## src/rtl/uart_pkg.sv

```systemverilog
// Shared UART definitions: transmitter state encoding, data width and default bit period.
package uart_pkg;

  typedef enum logic [1:0] {IDLE, START, DATA, STOP} uart_tx_state_t;

  localparam int UART_DATA_BITS = 8;
  localparam int UART_WAIT      = 868;

endpackage

```

## src/rtl/uart_tx_arbiter_if.sv

```systemverilog
// Two-requester byte handshake bundle feeding the shared UART transmitter.
interface uart_tx_arbiter_if;
  import uart_pkg::*;

  logic                      req0_valid;
  logic [UART_DATA_BITS-1:0] req0_data;
  logic                      req0_ready;
  logic                      req1_valid;
  logic [UART_DATA_BITS-1:0] req1_data;
  logic                      req1_ready;

  modport master (
    output req0_valid, req0_data, req1_valid, req1_data,
    input  req0_ready, req1_ready
  );

  modport slave (
    input  req0_valid, req0_data, req1_valid, req1_data,
    output req0_ready, req1_ready
  );

endinterface

```

## src/rtl/uart_tx_serializer.sv

```systemverilog
// 8N1 serializer: loads a byte in IDLE and shifts it out LSB first, each bit held WAIT clocks.
module uart_tx_serializer
  import uart_pkg::*;
#(
  parameter int WAIT = UART_WAIT
) (
  input  logic                      clk,
  input  logic                      reset,
  input  logic                      i_load,
  input  logic [UART_DATA_BITS-1:0] i_data,
  output logic                      o_ready,
  output logic                      o_busy,
  output logic                      o_tx
);

  localparam int CW = (WAIT > 1) ? $clog2(WAIT) : 1;
  localparam int BW = $clog2(UART_DATA_BITS);
  localparam logic [CW-1:0] LAST_CNT = CW'(WAIT - 1);
  localparam logic [BW-1:0] LAST_BIT = BW'(UART_DATA_BITS - 1);

  uart_tx_state_t            r_state;
  uart_tx_state_t            w_state_nxt;
  logic [CW-1:0]             r_cnt;
  logic [CW-1:0]             w_cnt_nxt;
  logic [BW-1:0]             r_bit;
  logic [BW-1:0]             w_bit_nxt;
  logic [UART_DATA_BITS-1:0] r_shreg;
  logic [UART_DATA_BITS-1:0] w_shreg_nxt;
  logic                      r_tx;
  logic                      w_tx_nxt;
  logic                      w_expire;

  assign w_expire = (r_cnt == LAST_CNT);

  always_ff @(posedge clk or negedge reset) begin
    if (!reset) begin
      r_state <= IDLE;
      r_cnt   <= '0;
      r_bit   <= '0;
      r_shreg <= '0;
      r_tx    <= 1'b1;
    end else begin
      r_state <= w_state_nxt;
      r_cnt   <= w_cnt_nxt;
      r_bit   <= w_bit_nxt;
      r_shreg <= w_shreg_nxt;
      r_tx    <= w_tx_nxt;
    end
  end

  always_comb begin
    w_state_nxt = r_state;
    w_cnt_nxt   = r_cnt + 1'b1;
    w_bit_nxt   = r_bit;
    w_shreg_nxt = r_shreg;
    unique case (r_state)
      IDLE: begin
        w_cnt_nxt = '0;
        if (i_load) begin
          w_state_nxt = START;
          w_shreg_nxt = i_data;
        end
      end
      START: begin
        if (w_expire) begin
          w_state_nxt = DATA;
          w_cnt_nxt   = '0;
          w_bit_nxt   = '0;
        end
      end
      DATA: begin
        if (w_expire) begin
          w_cnt_nxt   = '0;
          w_shreg_nxt = r_shreg >> 1;
          if (r_bit == LAST_BIT) w_state_nxt = STOP;
          else                   w_bit_nxt   = r_bit + 1'b1;
        end
      end
      STOP: begin
        if (w_expire) begin
          w_state_nxt = IDLE;
          w_cnt_nxt   = '0;
        end
      end
      default: w_state_nxt = IDLE;
    endcase
  end

  // The line level is registered from the next state so it changes on the same edge as the FSM.
  always_comb begin
    unique case (w_state_nxt)
      START:   w_tx_nxt = 1'b0;
      DATA:    w_tx_nxt = w_shreg_nxt[0];
      default: w_tx_nxt = 1'b1;
    endcase
  end

  assign o_ready = (r_state == IDLE) && reset;
  assign o_busy  = (r_state != IDLE);
  assign o_tx    = r_tx;

endmodule

```

## src/rtl/uart_tx_arbiter.sv

```systemverilog
// Round-robin arbiter sharing one UART transmit line between two byte requesters.
module uart_tx_arbiter
  import uart_pkg::*;
#(
  parameter int WAIT = UART_WAIT
) (
  input  logic                clk,
  input  logic                reset,
  uart_tx_arbiter_if.slave    req,
  output logic                uart_tx,
  output logic                busy,
  output logic                grant_id
);

  logic                      r_last;
  logic                      r_grant;
  logic                      w_winner;
  logic                      w_idle;
  logic                      w_load;
  logic [UART_DATA_BITS-1:0] w_data;

  // A tie goes to whoever did not win last time.
  always_comb begin
    w_winner = ~r_last;
    if (req.req0_valid && !req.req1_valid)      w_winner = 1'b0;
    else if (!req.req0_valid && req.req1_valid) w_winner = 1'b1;
  end

  assign req.req0_ready = w_idle && req.req0_valid && !w_winner;
  assign req.req1_ready = w_idle && req.req1_valid &&  w_winner;
  assign w_load         = req.req0_ready || req.req1_ready;
  assign w_data         = w_winner ? req.req1_data : req.req0_data;

  always_ff @(posedge clk or negedge reset) begin
    if (!reset) begin
      r_last  <= 1'b1;
      r_grant <= 1'b0;
    end else if (w_load) begin
      r_last  <= w_winner;
      r_grant <= w_winner;
    end
  end

  uart_tx_serializer #(
    .WAIT (WAIT)
  ) u_ser (
    .clk     (clk),
    .reset   (reset),
    .i_load  (w_load),
    .i_data  (w_data),
    .o_ready (w_idle),
    .o_busy  (busy),
    .o_tx    (uart_tx)
  );

  assign grant_id = r_grant;

endmodule

```

## src/flat_wrapper.sv

```systemverilog
// flat-port wrapper written by rule: the top's interface ports become plain ports
module uart_tx_arbiter_flat import uart_pkg::*;
#(
  parameter int WAIT = UART_WAIT
)
  (clk, reset, uart_tx, busy, grant_id, req_req0_valid, req_req0_data, req_req1_valid, req_req1_data, req_req0_ready, req_req1_ready);
  uart_tx_arbiter_if req_i ();
  input  logic clk;
  input  logic reset;
  output logic uart_tx;
  output logic busy;
  output logic grant_id;
  input wire logic [$bits(req_i.req0_valid)-1:0] req_req0_valid;
  input wire logic [$bits(req_i.req0_data)-1:0] req_req0_data;
  input wire logic [$bits(req_i.req1_valid)-1:0] req_req1_valid;
  input wire logic [$bits(req_i.req1_data)-1:0] req_req1_data;
  output wire logic [$bits(req_i.req0_ready)-1:0] req_req0_ready;
  output wire logic [$bits(req_i.req1_ready)-1:0] req_req1_ready;
  assign req_i.req0_valid = req_req0_valid;
  assign req_i.req0_data = req_req0_data;
  assign req_i.req1_valid = req_req1_valid;
  assign req_i.req1_data = req_req1_data;
  assign req_req0_ready = req_i.req0_ready;
  assign req_req1_ready = req_i.req1_ready;
  uart_tx_arbiter #(.WAIT(WAIT)) u_core (.clk(clk), .reset(reset), .req(req_i), .uart_tx(uart_tx), .busy(busy), .grant_id(grant_id));
endmodule
```

## config.mk

```make
export PLATFORM = sky130hd
export DESIGN_NAME = uart_tx_arbiter_flat
export DESIGN_NICKNAME = d
export VERILOG_FILES = /design/src/rtl/uart_pkg.sv /design/src/rtl/uart_tx_arbiter_if.sv /design/src/rtl/uart_tx_serializer.sv /design/src/rtl/uart_tx_arbiter.sv /design/src/flat_wrapper.sv
export SDC_FILE = /design/constraint.sdc
export NUM_CORES = 1
export LEC_CHECK = 0
export CORE_MARGIN = 2
export CORE_UTILIZATION = 55
export DETAILED_ROUTE_END_ITERATION = 12
export GPL_TIMING_DRIVEN = 0
export PLACE_DENSITY_LB_ADDON = 0.05
export SLEW_MARGIN = 20
export SYNTH_ARGS = -nofsm -noshare
export SYNTH_HDL_FRONTEND = slang
export SYNTH_SLANG_ARGS = --single-unit
```

## constraint.sdc

```tcl
create_clock -name clk -period 2.65 [get_ports clk]
set_input_delay 0.265 -clock clk [delete_from_list [all_inputs] [get_ports clk]]
set_output_delay 0.265 -clock clk [all_outputs]
set_load 0.03 [all_outputs]
```

==> impl_results.md, run 1 <==
- Share of synthesized cell area in and, or, nand and nor gates: 21.0%
- Setup-violating endpoint count in the final report: 0
- Longest Clk Path Bufs: 2
- Number of inserted diodes: 0
- Combined area of all synthesized cells: 1510 µm²
- Fillers: 228
- Clk_lat worst skew: 320 ps
- Share of the yosys chip area belonging to registers: 43.2%
- Wire length of the first global-routing pass: 5160 µm
- Worst hold path type: input port to asynchronous set/reset pin
- Placement row count: 19
- Library cell with the largest summed area after synthesis: sky130_fd_sc_hd__dfrtp_1
- Total nets after synthesis: 168
- Xor-xnor portion of the synthesized cell area: 5.22%
- Initial Utilization: 56.2%
- Number of enable-type register cells in the synthesized netlist: 0
- Area overhead of the layout relative to synthesis: 22.5%
- Overall die area: 3180 µm²
- Number of buffers created by CTS: 3
- Number of distinct library cell variants in the gate-level netlist after synthesis: 39
- Core footprint: 2690 µm²
- Via density per instance: 5.63
- Multi-input gate area in the final layout: 793 µm²
- Antenna Violating Nets Remaining: 0
- Ports: 25
- DR DRC count: 0
- Clock tree from TritonCTS: done
- Yosys warning count: 0
- Critical path data required time: 2380 ps
- Minimum clock period after layout: 2460 ps
- Tcrit/Tclk final: 93.0%
- Largest net degree at the start of global routing: 25
- Transition time of the tightest slew-check pin: 395 ps
- First-pass iteration count of the detailed router: 4
- Flops & latches, synth: 26
- Routed WL: 2860 µm
- Largest voltage drop on the vdd net: 283 µV
- Vias in the first global route: 1158
- Storage element area: 653 µm²
- Post-cts gate resize count: 0
- Maximum clock skew at final layout: 3.38 ps
- Worst setup EP type: output port
- Post-detailed-placement half-perimeter wirelength: 2090 µm
- Unrepaired setup endpoints after global routing: false
- Pre-CTS setup slack: 213 ps
- Max-slew violation count: 0
- Clk sinks: 26
- Setup Crit Path Kind: input port to output port
- Synth Area in Adders: 2.49%
- Pwr/cell area: 362 nW/µm²
- # port buffers: 24
- CTS clock-pin slew for the worst setup and hold paths: 140 ps
- CTS H-tree lvls: 1
- Detailed Route Iter0 Violations: 46
- Async set or reset register ratio after synthesis: 100%
- Biggest fanout along the worst timing path: 8
- Standard cell area after detailed placement: 1780 µm²
- Combinational family with the most area after synthesis: simple AND/OR/NAND/NOR gates
- Net count, final: 199
- Result of the run: finished, final reports clean
- Vias after detailed routing: 1160
- Area share of the largest cell type after synthesis: 39.8%
- Synthesized-area fraction occupied by ao, oa, aoi and oai cells: 17.9%
- Number of hold violations in the final report: 0
- Mean cell area of the mapped netlist: 10.4 µm²
- Synthesized instance count: 145
- Die width: 56.4 µm
- Maximum achievable frequency: 406 MHz
- Launching element type of the critical path: input port
- Signal arrival time at the worst endpoint: 2200 ps
- Global route total overflow: 0
- Global routing usage summed across all routing layers: 20.3%
- RePlAce Congestion: 0.821
- CTS root buffer: sky130_fd_sc_hd__clkbuf_4
- Routed wire length per instance: 13.9 µm
- Worst slew margin relative to its limit: 73.6%
- Top flip-flop cell by instance count after synthesis: sky130_fd_sc_hd__dfrtp_1
- Setup slack of the critical path after layout: 185 ps
- Share of synthesized area spent on multiplexers: 5.97%
- Largest cells by area after synthesis: sky130_fd_sc_hd__dfrtp_1, sky130_fd_sc_hd__o221ai_2, sky130_fd_sc_hd__mux2i_1, sky130_fd_sc_hd__nand2_1, sky130_fd_sc_hd__xnor2_1
- Ratio of cells with drive above 1 in the final layout: 16.6%
- Leakage power: 0.000782 µW
- Max capacitance violation total: 0
- Final instance area: 1850 µm²
- Die Y: 56.4 µm
- Initial antenna violation count: 0
[where the power goes]
group	internal, µW	leakage (µW)	switching, µW
combinational	39.2	0.000462	27.8
clock	84.0	0.0000210	117
sequential	399	0.000299	1.48
[through the flow]
| step | setup TNS (ps) | utilization, % | power [µW] | std cells | hold WS, ps |
|---|---|---|---|---|---|
| after floorplan | 0 | - | 430 | 145 | -30.6 |
| after global placement | -1480 | 66.6 | 471 | 200 | 464 |
| after detailed placement | 0 | 66.4 | 471 | 200 | 307 |
| after CTS | 0 | 68.9 | 679 | 206 | 476 |
| after global routing | 0 | 68.9 | 696 | 206 | 482 |
| final | 0 | 68.9 | 669 | 206 | 484 |
[synthesized netlist by cell type (all sizes together) (2+ instances only)]
cell     n
nor2    12
o221ai   7
nand2   20
xor2     2
or2      2
dfrtp   24
nor3     2
dfstp    2
mux2i    9
a31oi    2
a21oi    3
and2     2
nand4    2
inv      9
o41ai    4
xnor2    7
nor3b    2
nand3    6
o21ai    3
ha       3
buf      4
and3     5
a22o     3
[final cells by class]
cell class | instances | share of cell area (%)
well taps | 31 | 2.10
inverters | 9 | 1.83
multi-input cells | 105 | 42.9
flip-flops and latches | 26 | 35.3
plain buffers | 5 | 1.62
clock buffers | 4 | 1.96
repair buffers | 26 | 14.3
[per-layer routing]
layer	vias to the layer above	track usage, %	routed length [µm]
li1	578	-	-
met1	569	28.3	1400
met2	11	33.4	1390
met3	2	2.07	53
met4	0	6.46	21
met5	-	0	0
[timing repair]
item | 4_1_cts | 5_1_grt
buffers inserted | 0 | 0
endpoints found under the hold margin | 24 | 0
setup endpoints to repair | 0 | 0
hold buffers | 2 | 0
[state kept, by name (all words and copies together), names as in the netlist]
name,count
u_core.u_ser.r_shreg,8
u_core.grant_id,1
u_core.u_ser.o_tx,1
u_core.r_last,1
u_core.u_ser.r_state,2
u_core.u_ser.r_bit,3
u_core.u_ser.r_cnt,10
[worst max-delay path: stages]
cell and delay, ps:
sky130_fd_sc_hd__dlygate4sd3_1 520, sky130_fd_sc_hd__buf_2 190, sky130_fd_sc_hd__nor3b_4 350, sky130_fd_sc_hd__and3_1 210, sky130_fd_sc_hd__clkdlybuf4s50_1 660
[logic make-up after synthesis]
group / after synthesis
compound gates: 26
mux: 9
xor+xnor: 9
simple gates: 58
buf+inv: 14
flops: 26
fa+ha+maj: 3
[path summary, 6_finish.rpt]
kind	endpoint	slack [ps]	from	cells after the start
worst min-delay path	u_core.r_last$_DFFE_PN1N_	480	reset	2
worst max-delay path	req_req0_ready	190	reset	5
worst min register to register	u_core.u_ser.r_shreg[2]$_DFFE_PN0P_	510	u_core.u_ser.r_shreg[3]$_DFFE_PN0P_	2
max in group asynchronous	u_core.u_ser.r_cnt[2]$_DFF_PN0_	2020	reset	3
min in group clk	u_core.u_ser.r_shreg[2]$_DFFE_PN0P_	510	u_core.u_ser.r_shreg[3]$_DFFE_PN0P_	2
worst max register to register	u_core.u_ser.r_shreg[0]$_DFF_PN0_	940	u_core.u_ser.r_cnt[0]$_DFF_PN0_	5
[layout by cell type, fill, tap and decap left out, types with 2 or more instances in the layout]
master,netlist,layout
sky130_fd_sc_hd__dfrtp_1,24,24
sky130_fd_sc_hd__clkdlybuf4s50_1,0,23
sky130_fd_sc_hd__nand2_1,19,19
sky130_fd_sc_hd__nor2_1,12,12
sky130_fd_sc_hd__mux2i_1,9,9
sky130_fd_sc_hd__inv_1,9,9
sky130_fd_sc_hd__o221ai_2,7,7
sky130_fd_sc_hd__xnor2_1,7,7
sky130_fd_sc_hd__and3_1,5,5
sky130_fd_sc_hd__nand3_1,5,5
sky130_fd_sc_hd__buf_2,3,4
sky130_fd_sc_hd__o41ai_1,3,3
sky130_fd_sc_hd__a21oi_1,3,3
sky130_fd_sc_hd__a22o_1,3,3
sky130_fd_sc_hd__ha_1,3,3
sky130_fd_sc_hd__clkbuf_4,0,3
sky130_fd_sc_hd__or2_2,2,2
sky130_fd_sc_hd__o21ai_4,2,2
sky130_fd_sc_hd__and2_1,2,2
sky130_fd_sc_hd__nand4_1,2,2
sky130_fd_sc_hd__xor2_1,2,2
sky130_fd_sc_hd__nor3_1,2,2
sky130_fd_sc_hd__a31oi_1,2,2
sky130_fd_sc_hd__dfstp_2,2,2
No activity file was read; power rests on OpenSTA's default activity.
==> inputs of run 2 (changes only) <==
Settings changed: SLEW_MARGIN 20 to 15.
==> results of run 2 <==
No change in the layout: final DEF, timing and power equal those of run 1.
